--- config.mk ---
export PLATFORM = sky130hd
export DESIGN_NAME = beat_packer
export DESIGN_NICKNAME = d
export VERILOG_FILES = /design/src/rtl/beat_packer.sv
export SDC_FILE = /design/constraint.sdc
export NUM_CORES = 1
export LEC_CHECK = 0
export BUFFER_PORTS_ARGS = -buffer_cell sky130_fd_sc_hd__buf_4
export CAP_MARGIN = 10
export CORE_ASPECT_RATIO = 1.2
export CORE_MARGIN = 5
export CORE_UTILIZATION = 55
export CTS_CLUSTER_SIZE = 25
export DETAILED_ROUTE_END_ITERATION = 8
export PLACE_DENSITY = 0.85
export SLEW_MARGIN = 20
export SYNTH_ARGS = -nofsm -noshare
export SYNTH_HDL_FRONTEND = slang
export SYNTH_SLANG_ARGS = --single-unit
--- constraint.sdc ---
create_clock -name clk -period 3.65 [get_ports clk]
set_input_delay 0.1825 -clock clk [delete_from_list [all_inputs] [get_ports clk]]
set_output_delay 0.1825 -clock clk [all_outputs]
set_load 0.005 [all_outputs]
--- src/rtl/beat_packer.sv ---
// rtl/beat_packer.sv - packs up to PACK_COUNT narrow beats into one wide registered word
// Optional build macro: PACKER_PARITY_EN adds the per-lane parity output dn_par.
module beat_packer #(
   parameter int DATA_WIDTH = 7,
   parameter int PACK_COUNT = 4
) (
   input  logic                             clk,
   input  logic                             rst,
   input  logic [DATA_WIDTH-1:0]            up_bus,
   input  logic                             up_val,
   input  logic                             up_last,
   output logic                             up_rdy,
   output logic [DATA_WIDTH*PACK_COUNT-1:0] dn_bus,
   output logic [PACK_COUNT-1:0]            dn_keep,
   output logic                             dn_val,
`ifdef PACKER_PARITY_EN
   output logic [PACK_COUNT-1:0]            dn_par,
`endif
   input  logic                             dn_rdy
);

   localparam int CNT_W = (PACK_COUNT > 1) ? $clog2(PACK_COUNT) : 1;
   localparam logic [CNT_W-1:0] LAST_LANE = CNT_W'(PACK_COUNT - 1);

   typedef enum logic {FILL = 1'b0, FULL = 1'b1} state_t;

   state_t                            state_q, state_d;
   logic [CNT_W-1:0]                  cnt_q, cnt_d;
   logic [DATA_WIDTH*PACK_COUNT-1:0]  bus_q, bus_d;
   logic [PACK_COUNT-1:0]             keep_q, keep_d;
   logic [PACK_COUNT-1:0]             par_q, par_d;
   logic                              accept;
   logic                              beat_par;

   // Ready is combinational on dn_rdy so a delivering word can be refilled in the same cycle.
   always_comb begin
      up_rdy   = rst && ((state_q == FILL) || dn_rdy);
      accept   = up_val && up_rdy;
      beat_par = ^up_bus;
   end

   // Next-state logic: lane writes while filling, deliver/refill while full.
   always_comb begin
      state_d = state_q;
      cnt_d   = cnt_q;
      bus_d   = bus_q;
      keep_d  = keep_q;
      par_d   = par_q;
      case (state_q)
         FILL: begin
            if (accept) begin
               for (int i = 0; i < PACK_COUNT; i++) begin
                  if (cnt_q == CNT_W'(i)) begin
                     bus_d[i*DATA_WIDTH +: DATA_WIDTH] = up_bus;
                     keep_d[i] = 1'b1;
                     par_d[i]  = beat_par;
                  end
               end
               if ((cnt_q == LAST_LANE) || up_last) begin
                  state_d = FULL;
                  cnt_d   = '0;
               end else begin
                  cnt_d = cnt_q + CNT_W'(1);
               end
            end
         end
         FULL: begin
            if (dn_rdy) begin
               if (accept) begin
                  // Old word leaves; the new beat opens the next packet in lane 0.
                  bus_d                = '0;
                  bus_d[DATA_WIDTH-1:0] = up_bus;
                  keep_d               = PACK_COUNT'(1);
                  par_d                = '0;
                  par_d[0]             = beat_par;
                  if (up_last) begin
                     state_d = FULL;
                     cnt_d   = '0;
                  end else begin
                     state_d = FILL;
                     cnt_d   = CNT_W'(1);
                  end
               end else begin
                  bus_d   = '0;
                  keep_d  = '0;
                  par_d   = '0;
                  state_d = FILL;
                  cnt_d   = '0;
               end
            end
         end
         default: begin
            state_d = FILL;
            cnt_d   = '0;
         end
      endcase
   end

   // State and output word registers; reset discards any partial packet.
   always_ff @(posedge clk or negedge rst) begin
      if (!rst) begin
         state_q <= FILL;
         cnt_q   <= '0;
         bus_q   <= '0;
         keep_q  <= '0;
         par_q   <= '0;
      end else begin
         state_q <= state_d;
         cnt_q   <= cnt_d;
         bus_q   <= bus_d;
         keep_q  <= keep_d;
         par_q   <= par_d;
      end
   end

   // Output word is valid exactly while the packer holds a closed packet.
   always_comb begin
      dn_val  = (state_q == FULL);
      dn_bus  = bus_q;
      dn_keep = keep_q;
   end

`ifdef PACKER_PARITY_EN
   // Per-lane parity travels with the lane data.
   always_comb begin
      dn_par = par_q;
   end
`else
   logic unused_par;
   // Parity bits are not exported in this build.
   always_comb begin
      unused_par = ^par_q;
   end
`endif

endmodule

### Yosys cells after proc, flatten, opt, wreduce, memory -nomap -nowiden

Cells that the tools add are included.

| cells by class | value |
|---|---|
| add/sub/neg operators | 1 |
| equality and inequality tests | 9 |
| mux-type cells | 28 |
| bitwise gates (word level) | 1 |
| reduce and logical (&&, ||, !) cells | 10 |

Operators with widths:

| operator | count |
|---|---|
| $mux W28 | 2 |
| $pmux W28 S2 | 1 |
| $mux W7 | 5 |
| $reduce_and A3 Y1 | 4 |
| $mux W1 | 11 |
| $mux W2 | 4 |
| $mux W4 | 2 |
| $ne A2 B1 Y1 const B | 4 |
| $pmux W4 S2 | 1 |
| $eq A2 B2 Y1 const B | 2 |
| $ne A2 B2 Y1 const B | 2 |
| $pmux W2 S2 | 1 |
| $add A2 B1 Y2 const B | 1 |
| $eq A2 B1 Y1 const B | 1 |
| $logic_and A1 B1 Y1 | 2 |
| $logic_not A2 Y1 | 1 |
| $logic_or A1 B1 Y1 | 2 |
| $pmux W1 S2 | 1 |
| $reduce_and A2 Y1 | 1 |
| $not A1 Y1 | 1 |

| storage, ports and cells | value |
|---|---|
| flip-flop bits (word level) | 35 |
| output and inout bits | 34 |
| logic and storage cells | 59 |

### Logic depth before layout (Yosys ltp)

Gate-level depths: netlist (run 1).

| logic depth | value |
|---|---|
| depth after elaboration | 7 |
| gate-level depth with buffers | 6 |
| depth with buffers taken out | 5 |

### Least setup slack after synthesis (run 1)

Ideal clock, no wire load.

| timing path | value |
|---|---|
| path kind | register -> register |
| start | register cnt_q[0] |
| end | register cnt_q[0] |
| setup time | 86 ps |
| arrival | 1264 ps |
| required time | 3564 ps |
| path slack | 2301 ps |
| stages on the path, launching flop included | 4 |
| buffers on the path | 0 |
| period minus slack after synthesis | 1349 ps |
| path through | dfrtp_1 > ha_1 > or4_1 > a32oi_1 |

| between the ends | value |
|---|---|
| cells in the longest elaborated chain, start to end | 5 |
| elaborated cells on any way between the ends | 6 |
| classes of those cells | add/sub: 1; eq/ne: 1; mux: 3; reduce/logical: 1 |

Ends and longest elaborated chain:

| what | line | RTL |
|---|---|---|
| start, declared | 28 | `logic [CNT_W-1:0] cnt_q, cnt_d;` |
| start signal, assigned | 109 | `cnt_q <= cnt_d;` |
| branches (longest 2 deep; another with $add A2 B1 Y2) | - |  |
| $mux W2 * | 59 | `if ((cnt_q == LAST_LANE) \|\| up_last) begin` |
| $mux W2 * | 51 | `if (accept) begin` |
| $pmux W2 S2 * | 49 | `case (state_q)` |

Mark *: on every way between the ends. The select of a mux whose other input is x is not followed.
A chain may end at the register's enable or synchronous reset.

### Final worst setup path (run 1)

| timing path | value |
|---|---|
| start | input rst |
| end | register bus_q[25] (netlist: dn_bus[25]) |

| between the ends | value |
|---|---|
| cells in the longest elaborated chain, start to end | 4 |

Ends and longest elaborated chain:

| what | line | RTL |
|---|---|---|
| start, declared | 8 | `input logic rst,` |
| $logic_and A1 B1 Y1 | 37 | `up_rdy = rst && ((state_q == FILL) \|\| dn_rdy);` |
| $logic_and A1 B1 Y1 | 38 | `accept = up_val && up_rdy;` |
| $ne A2 B2 Y1 (no line) | - |  |
| $reduce_and A3 Y1 (no line) | - |  |
| end signal, assigned | 110 | `bus_q <= bus_d;` |
| end, declared | 29 | `logic [DATA_WIDTH*PACK_COUNT-1:0] bus_q, bus_d;` |

Every way passes these cells.

==> results of run 1 <==
final timing paths:
| path | start | to | slack [ns] | cells past startpoint |
|---|---|---|---|---|
| worst max-delay path | rst | dn_bus[25] | 1.67 | 5 |
| worst min-delay path | up_last | cnt_q[0] | 0.13 | 3 |
| worst max register to register | dn_val | dn_bus[25] | 1.78 | 3 |
| worst min register to register | dn_keep[3] | dn_keep[3] | 0.50 | 2 |
| max in group asynchronous | rst | dn_bus[22] | 2.95 | 2 |
| min in group asynchronous | rst | dn_bus[23] | 0.34 | 2 |
what timing repair did:
item,4_1_cts,5_1_grt
setup endpoints to repair,0,0
endpoints found under the hold margin,35,0
hold buffers,1,0
buffers inserted,0,0
gates resized for setup,0,0
Yosys cell counts, drive strengths merged:
master	number	share of area (%)
nand2b	2	0.77
clkbuf	7	1.6
o22ai	1	0.39
a221oi	6	3.2
nor3b	1	0.46
or4	1	0.46
ha	4	3.1
inv	11	2.6
nor2	1	0.23
dfrtp	35	54
nand4b	3	1.6
nand3	2	0.62
and2	1	0.39
a21boi	1	0.46
and3	2	0.77
o21ai	24	7.4
a22oi	1	0.46
o2bb2ai	1	0.54
a32oi	1	0.54
nand2	15	3.5
o211ai	21	9.7
buf	7	2.1
mux2i	1	0.62
a21oi	14	4.3
stage by stage:
step | hold slack (ns) | total power [mW] | area [um^2]
after floorplan | -0.113 | 0.698 | 1620
after global placement | 0.178 | 0.881 | 1940
after detailed placement | 0.182 | 0.899 | 1940
after CTS | 0.124 | 1.13 | 2020
after global routing | 0.132 | 1.20 | 2020
final | 0.134 | 1.12 | 2020
state kept, by name, summed over array words and instances, names as in the netlist:
| signal | count |
|---|---|
| cnt_q | 2 |
| dn_bus | 28 |
| dn_keep | 4 |
| dn_val | 1 |
final cells by class:
| type | count | area, um^2 |
|---|---|---|
| flip-flops and latches | 35 | 876 |
| well taps | 34 | 42.5 |
| multi-input cells | 103 | 642 |
| fillers | 223 | 793 |
| repair buffers | 46 | 348 |
| inverters | 11 | 41.3 |
| clock buffers | 8 | 68.8 |
logic make-up after synthesis:
family | count (synthesis)
AOI/OAI and AO/OA | 70
adders and majority gates | 4
buffers and inverters | 25
DFF | 35
muxes | 1
and+or+nand+nor | 28
worst reg2reg max path: stages, from the launching register on:
cell and delay, ns:
dfrtp_1 0.70, inv_1 0.57, o211ai_1 0.34, o21ai_0 0.13
power breakdown:
group | switching [mW] | internal [mW]
combinational | 0.156 | 0.183
sequential | 0.0695 | 0.480
clock | 0.121 | 0.113
total | 0.346 | 0.777
metal layers:
layer / wire (um) / GRT usage [%] / up-vias
met3: 230 / 4.47 / 7
li1: - / - / 671
met4: 67 / 9.11 / 0
met2: 2140 / 33.7 / 43
met1: 1680 / 26.1 / 738
met5: 0 / 0 / -
==> impl_metrics.yaml, run 1 <==
run_status:
  status: "finished, final reports clean"
timing:
  clock_skew_ns: 0.00950
  period_minus_slack_ns: 1.98
  slew_violations: 0
  tightestPinTransition_ns: 0.905
  rsz0062_at_grt: "false"
  timing.final.ws_setup_ns: 1.67
  setup_viol: 0
  slew_headroom_pct: 39.6
  final_hold_viol_count: 0
  fin_crit_sh_pct: 54.2
  tns_ns: 0
  fmax_mhz: 506
power_and_ir_drop:
  power_density_nw_per_um2: 556
  p_leak_nw: 0.990
  ir_worst_vdd_mv: 0.368
final_layout:
  diodes: 0
  layout_common_cells: "buf_4 (45), dfrtp_1 (35), o21ai_0 (22)"
  syn_to_final_growth_pct: 24.7
  final_common_cell: "buf_4"
  finalNetCount: 218
  instances_no_fill: 237
  drive_gt1_share_pct: 25.6
  final_core_util_pct: 71.8
critical_path:
  path_max_fanout: 44
  critical_path_class: "primary input to flop"
  cp_num_buf_inv: 2
  cp.required_ns: 3.85
  critPathTopFamily: "buffers and inverters"
  path_cells: "dlygate4sd3_1, buf_4, nand4b_1, o211ai_1, o21ai_0"
  crit_arrival_ns: 2.18
  cp-start-kind: "primary input"
  end_kind: "flop"
  worst_path_largest_cell_delay_ns: 0.62
  critical_path.slowest_cell: "nand4b_1"
floorplan:
  rows: 21
  ios: 46
  dieArea_um2: 4130
  dieHeight_um: 69.4
  die_w_um: 59.5
  core_area_um2: 2810
  initial_core_util_pct: 57.6
placed_design:
  dp.cells: 228
  io_buffers: 45
  dpl_worst_slack_ns: 1.82
  gp_congestion: 0.799
  dp_hpwl_mm: 2.90
detailed_routing:
  ant_nets: 0
  drtPass1Iterations: 4
  dr.first_iter.drc_count: 73
  wl_mm: 4.12
  routedWlPerCell_um: 17.4
  drc_errors: 0
  vias: 1459
  via_per_inst: 6.16
synthesis:
  synth_top_family_by_area: "compound AO/OA/AOI/OAI gates"
  synthMuxAreaShare_pct: 0.618
  synth_fa_ha_area_share_pct: 3.09
  yosys_warnings: 0
  ys_types: 26
  synth-seq-cells: 35
  syn-cell-area_um2: 1620
  synth_compound_area_share_pct: 27.1
  synth-simple-area-share_pct: 8.81
  syn-num-nets: 179
  syn_avg_cell_area_um2: 9.93
  ys_seq_area_share_pct: 54.1
  synth_cells: 163
  synth_xor_area_share_pct: 0
hold_path:
  worstHoldPathType: "primary input to flop"
clock_tree:
  cts.clk_slew.worst_paths_ns: 0.10
  cts_num_sinks: 35
  htree_levels: 2
  cts_buffers: 5
  cts_tree: "built"
  clockBufferDepth: 2
  clkLatencyLatePin_ns: 0.33
  clockRootBuffer: "clkbuf_4"
global_routing:
  grt_pass1_vias: 1397
  grt_first_pass_wirelength_mm: 6.69
  grt_overflow: 0
  grt_max_degree: 45
  grt_usage_pct: 20.8
  grt_antenna_before_repair: 0
flow_run:
  maxCapViolations: 0
No activity file was read; power rests on OpenSTA's default activity.
==> run 2: changes to the inputs <==
--- a/config.mk
+++ b/config.mk
@@ -9,10 +9,10 @@
 export CAP_MARGIN = 10
 export CORE_ASPECT_RATIO = 1.2
 export CORE_MARGIN = 5
-export CORE_UTILIZATION = 55
+export CORE_UTILIZATION = 46
 export CTS_CLUSTER_SIZE = 25
 export DETAILED_ROUTE_END_ITERATION = 8
-export PLACE_DENSITY = 0.85
+export PLACE_DENSITY = 0.76
 export SLEW_MARGIN = 20
 export SYNTH_ARGS = -nofsm -noshare
 export SYNTH_HDL_FRONTEND = slang
==> constraint.sdc (replaced) <==
create_clock -name clk -period 1.7 [get_ports clk]
set_input_delay 0.085 -clock clk [delete_from_list [all_inputs] [get_ports clk]]
set_output_delay 0.085 -clock clk [all_outputs]
set_load 0.005 [all_outputs]
==> impl_metrics.yaml, run 2 (synthesis results as in run 1) <==
run_status:
  status: "finished, final reports clean"
placed_design:
  gp_congestion: 0.833
  io_buffers: 45
  dp_hpwl_mm: 3.16
  dpl_worst_slack_ns: 0.224
critical_path:
  cp_num_buf_inv: 0
  path_cells: "ha_1, or4_1, a32oi_1"
  critical_path.slowest_cell: "or4_1"
  r2r_cells: 3
  r2r-end: "cnt_q[0]"
  worst_path_largest_cell_delay_ns: 0.51
  r2r_slack_ns: 0.21
  critical_path_class: "flop to flop"
  end_kind: "flop"
  path_max_fanout: 6
  critPathTopFamily: "simple AND/OR/NAND/NOR gates"
  r2r_start: "cnt_q[0]"
  cp.required_ns: 1.89
  cp-start-kind: "flop"
  crit_arrival_ns: 1.67
floorplan:
  initial_core_util_pct: 48.1
  core_area_um2: 3370
  die_w_um: 64.2
  dieHeight_um: 75.0
  rows: 23
  ios: 46
  dieArea_um2: 4810
timing:
  fin_crit_sh_pct: 87.4
  final_hold_viol_count: 0
  rsz0062_at_grt: "false"
  setup_viol: 0
  tightestPinTransition_ns: 0.380
  period_minus_slack_ns: 1.49
  tns_ns: 0
  fmax_mhz: 673
  slew_headroom_pct: 74.6
  timing.final.ws_setup_ns: 0.213
  slew_violations: 0
  clock_skew_ns: 0.00573
clock_tree:
  clockRootBuffer: "clkbuf_8"
  htree_levels: 2
  cts.clk_slew.worst_paths_ns: 0.06
  cts_buffers: 5
  clkLatencyLatePin_ns: 0.28
  cts_num_sinks: 35
  cts_tree: "built"
  clockBufferDepth: 2
  post-cts-setup-buffers: 0
final_layout:
  final_common_cell: "buf_4"
  diodes: 0
  layout_common_cells: "buf_4 (53), dfrtp_1 (35), o21ai_0 (22)"
  largest_register_ffs: 28
  finalNetCount: 226
  drive_gt1_share_pct: 28.6
  syn_to_final_growth_pct: 29.8
detailed_routing:
  vias: 1437
  ant_nets: 0
  wl_mm: 4.27
  dr.first_iter.drc_count: 159
  via_per_inst: 5.82
  drc_errors: 0
  drtPass1Iterations: 4
  routedWlPerCell_um: 17.3
power_and_ir_drop:
  p_leak_nw: 1.03
  power_mw: 2.52
  power_density_nw_per_um2: 1200
  ir_worst_vdd_mv: 0.745
global_routing:
  grt_max_degree: 31
  grt_first_pass_wirelength_mm: 7.09
  grt_antenna_before_repair: 0
  grt_overflow: 0
  grt_pass1_vias: 1419
  grt_usage_pct: 19.1
hold_path:
  hold_path_end: "dn_bus[5]"
  hold_path_depth: 3
  hp-start: "up_bus[5]"
  worstHoldPathType: "primary input to flop"
flow_run:
  maxCapViolations: 0
run 2: changes by cell type in the layout (fill, tap and decap cells not counted), sizes merged:
| cell | change |
|---|---|
| buf | +8 |
| clkinv | +1 |
| clkbuf | -2 |
run 2: what timing repair did:
| item | 4_1_cts | 5_1_grt |
|---|---|---|
| endpoints found under the setup margin | 0 | 0 |
| resized for setup | 0 | 0 |
| hold endpoints to repair | 35 | 0 |
| hold buffers | 1 | 0 |
run 2: power by group:
group | switching (mW) | leakage, nW | internal [mW]
registers | 0.145 | 0.457 | 1.03
logic | 0.341 | 0.530 | 0.411
clock network | 0.273 | 0.0470 | 0.317
total | 0.759 | 1.03 | 1.76
run 2: worst max-delay path by stage:
stage          slack (ns)  depth (start not counted)  startpoint        to
2_1_floorplan        0.35                          3    cnt_q[0]  cnt_q[0]
3_3_place_gp         0.33                          3    cnt_q[0]  cnt_q[0]
3_5_place_dp         0.22                          3    cnt_q[0]  cnt_q[0]
4_1_cts              0.21                          3    cnt_q[0]  cnt_q[0]
5_1_grt              0.11                          3    cnt_q[0]  cnt_q[0]
6_report             0.21                          3    cnt_q[0]  cnt_q[0]
run 2: per-layer routing:
metal / routed length, um / track usage, % / up-vias
li1: - / - / 684
met1: 1700 / 22.5 / 694
met2: 2150 / 32.0 / 49
met3: 284 / 5.97 / 10
met4: 140 / 8.82 / 0
met5: 0 / 0 / -
run 2: cell type report:
type / count / area (um^2)
Fill cell: 293 / 1270
Sequential cell: 35 / 876
Multi-Input combinational cell: 103 / 642
Timing Repair Buffer: 54 / 408
Clock buffer: 6 / 82.6
Tap cell: 37 / 46.3
Inverter: 11 / 41.3
Clock inverter: 1 / 5.00
run 2: worst reg2reg max path: stages (launching register included):
cell,delay (ns)
dfrtp_1,0.44
ha_1,0.27
or4_1,0.51
a32oi_1,0.19
run 2: per-stage QoR:
step / util, % / instances / hold slack [ns] / instance area [um^2]
2_1_floorplan: - / 163 / -0.211 / 1620
3_3_place_gp: 59.5 / 239 / -0.0732 / 2000
3_5_place_dp: 59.5 / 239 / -0.0650 / 2000
4_1_cts: 62.4 / 247 / 0.0965 / 2100
5_1_grt: 62.4 / 247 / 0.0991 / 2100
6_report: 62.4 / 247 / 0.102 / 2100
==> run 3: changes to the inputs <==
--- a/config.mk
+++ b/config.mk
@@ -7,12 +7,15 @@
 export LEC_CHECK = 0
 export BUFFER_PORTS_ARGS = -buffer_cell sky130_fd_sc_hd__buf_4
 export CAP_MARGIN = 10
+export CELL_PAD_IN_SITES_DETAIL_PLACEMENT = 0
+export CELL_PAD_IN_SITES_GLOBAL_PLACEMENT = 1
 export CORE_ASPECT_RATIO = 1.2
 export CORE_MARGIN = 5
-export CORE_UTILIZATION = 46
+export CORE_UTILIZATION = 35
 export CTS_CLUSTER_SIZE = 25
 export DETAILED_ROUTE_END_ITERATION = 8
 export PLACE_DENSITY = 0.76
+export SETUP_SLACK_MARGIN = 0.15
 export SLEW_MARGIN = 20
 export SYNTH_ARGS = -nofsm -noshare
 export SYNTH_HDL_FRONTEND = slang
==> impl_metrics.yaml, run 3 (synthesis results as in run 1) <==
run_status:
  status: "finished, final reports clean"
global_routing:
  grt_overflow: 0
  grt_usage_pct: 16.1
  grt_max_degree: 29
  grt_first_pass_wirelength_mm: 7.67
  grt_antenna_before_repair: 0
  grt_pass1_vias: 1487
power_and_ir_drop:
  swShare_pct: 30.4
  combPwrFrac_pct: 29.6
  seqPwrFrac_pct: 46.7
  p_switching_uw: 770
  p_int_mw: 1.76
  p_leak_nw: 1.03
  power_density_nw_per_um2: 1190
  ir_worst_vdd_mv: 0.477
  clock_power_share_pct: 23.7
final_layout:
  layout_common_cells: "buf_4 (52), dfrtp_1 (33), o21ai_0 (22)"
  instances_no_fill: 268
  drive_gt1_share_pct: 30.0
  final_core_util_pct: 47.2
  final_common_cell: "buf_4"
  largest_register_ffs: 28
  finalNetCount: 226
  syn_to_final_growth_pct: 31.8
  diodes: 0
timing:
  tightestPinTransition_ns: 0.316
  final_hold_viol_count: 0
  clock_skew_ns: 0.00605
  slew_violations: 0
  setup_viol: 0
  fmax_mhz: 686
  tns_ns: 0
  fin_crit_sh_pct: 85.7
  period_minus_slack_ns: 1.46
  rsz0062_at_grt: "true"
  slew_headroom_pct: 79.0
critical_path:
  cp-start-kind: "flop"
  critical_path_class: "flop to flop"
  endpoint: "cnt_q[0]"
  r2r-end: "cnt_q[0]"
  r2r_start: "cnt_q[0]"
  path_max_fanout: 6
  end_kind: "flop"
  crit_arrival_ns: 1.65
  r2r_slack_ns: 0.24
  r2r_cells: 3
  cp-startpoint: "cnt_q[0]"
  cp.required_ns: 1.90
floorplan:
  initial_core_util_pct: 35.8
  die_w_um: 72.1
  core_area_um2: 4530
  ios: 46
  dieHeight_um: 84.5
  rows: 27
  dieArea_um2: 6090
hold_path:
  worstHoldPathType: "primary input to flop"
clock_tree:
  htree_levels: 2
  post-cts-setup-buffers: 0
  clockRootBuffer: "clkbuf_8"
  cts.clk_slew.worst_paths_ns: 0.07
  cts_buffers: 5
  cts_tree: "built"
  clkLatencyLatePin_ns: 0.28
  cts_num_sinks: 35
  clockBufferDepth: 2
detailed_routing:
  top_layer_used: "met4"
  wl_met2_mm: 2.21
  drc_errors: 0
  dr.first_iter.drc_count: 33
  ant_nets: 0
  wl_met3_um: 318
  vias: 1432
  routedWlPerCell_um: 16.8
  via_per_inst: 5.34
  wl_mm: 4.51
  wl_met1_mm: 1.93
  drtPass1Iterations: 4
placed_design:
  io_buffers: 45
  dp_hpwl_mm: 3.33
  dp.cells: 260
  gp_congestion: 0.804
flow_run:
  maxCapViolations: 0
==> run 3: layout make-up <==
class | count | area [um^2]
Timing Repair Buffer | 54 | 412
Clock inverter | 1 | 5.00
Fill cell | 472 | 2390
Inverter | 11 | 41.3
Multi-Input combinational cell | 103 | 643
Sequential cell | 35 | 878
Tap cell | 58 | 72.6
Clock buffer | 6 | 82.6
==> run 3: worst max-delay path, cell delays in order, from the launching register on <==
cell and delay (ns):
dfrtp_2 0.44, ha_1 0.25, or4_1 0.52, a32oi_1 0.16
==> run 3: stage by stage <==
| step | area (um^2) | hold WS (ns) | power [mW] | setup slack, ns |
|---|---|---|---|---|
| 6_report | 2130 | 0.0953 | 2.53 | 0.242 |
| 5_1_grt | 2130 | 0.109 | 2.71 | 0.144 |
| 4_1_cts | 2130 | 0.0852 | 2.57 | 0.232 |
| 3_5_place_dp | 2030 | -0.0436 | 1.96 | 0.247 |
| 3_3_place_gp | 2030 | -0.0477 | 1.92 | 0.322 |
| 2_1_floorplan | 1620 | -0.211 | 1.50 | 0.351 |
==> run 3: worst min-delay path by stage <==
stage               startpoint         to  slack, ns  cells past startpoint
finish               up_bus[5]  dn_bus[5]        0.1                      3
global route           up_last   cnt_q[0]       0.11                      3
global placement           rst   cnt_q[0]      -0.05                      1
CTS                  up_bus[5]  dn_bus[5]       0.09                      3
floorplan                  rst   cnt_q[0]      -0.21                      0
detailed placement         rst   cnt_q[0]      -0.04                      1
==> run 3: power by group through the flow <==
| stage | Sequential, mW | Clock, mW | Combinational (mW) |
|---|---|---|---|
| 2_1_floorplan | 1.18 | 0 | 0.317 |
| 3_3_place_gp | 1.18 | 0 | 0.735 |
| 3_5_place_dp | 1.20 | 0 | 0.760 |
| 4_1_cts | 1.18 | 0.619 | 0.766 |
| 5_1_grt | 1.21 | 0.649 | 0.850 |
| 6_report | 1.18 | 0.600 | 0.751 |
==> run 3: what timing repair did <==
item / CTS / global route
setup endpoints to repair: 1 / 2
cloned: 0 / 0
hold buffers: 1 / 0
pin swaps: 0 / 0
hold endpoints to repair: 8 / 0
resized for setup: 1 / 3
==> run 3: layer usage <==
layer | global-route usage, % | up-vias
met3 | 4.55 | 5
met4 | 4.10 | 0
met2 | 25.7 | 49
met5 | 0 | -
met1 | 21.3 | 686
li1 | - | 692
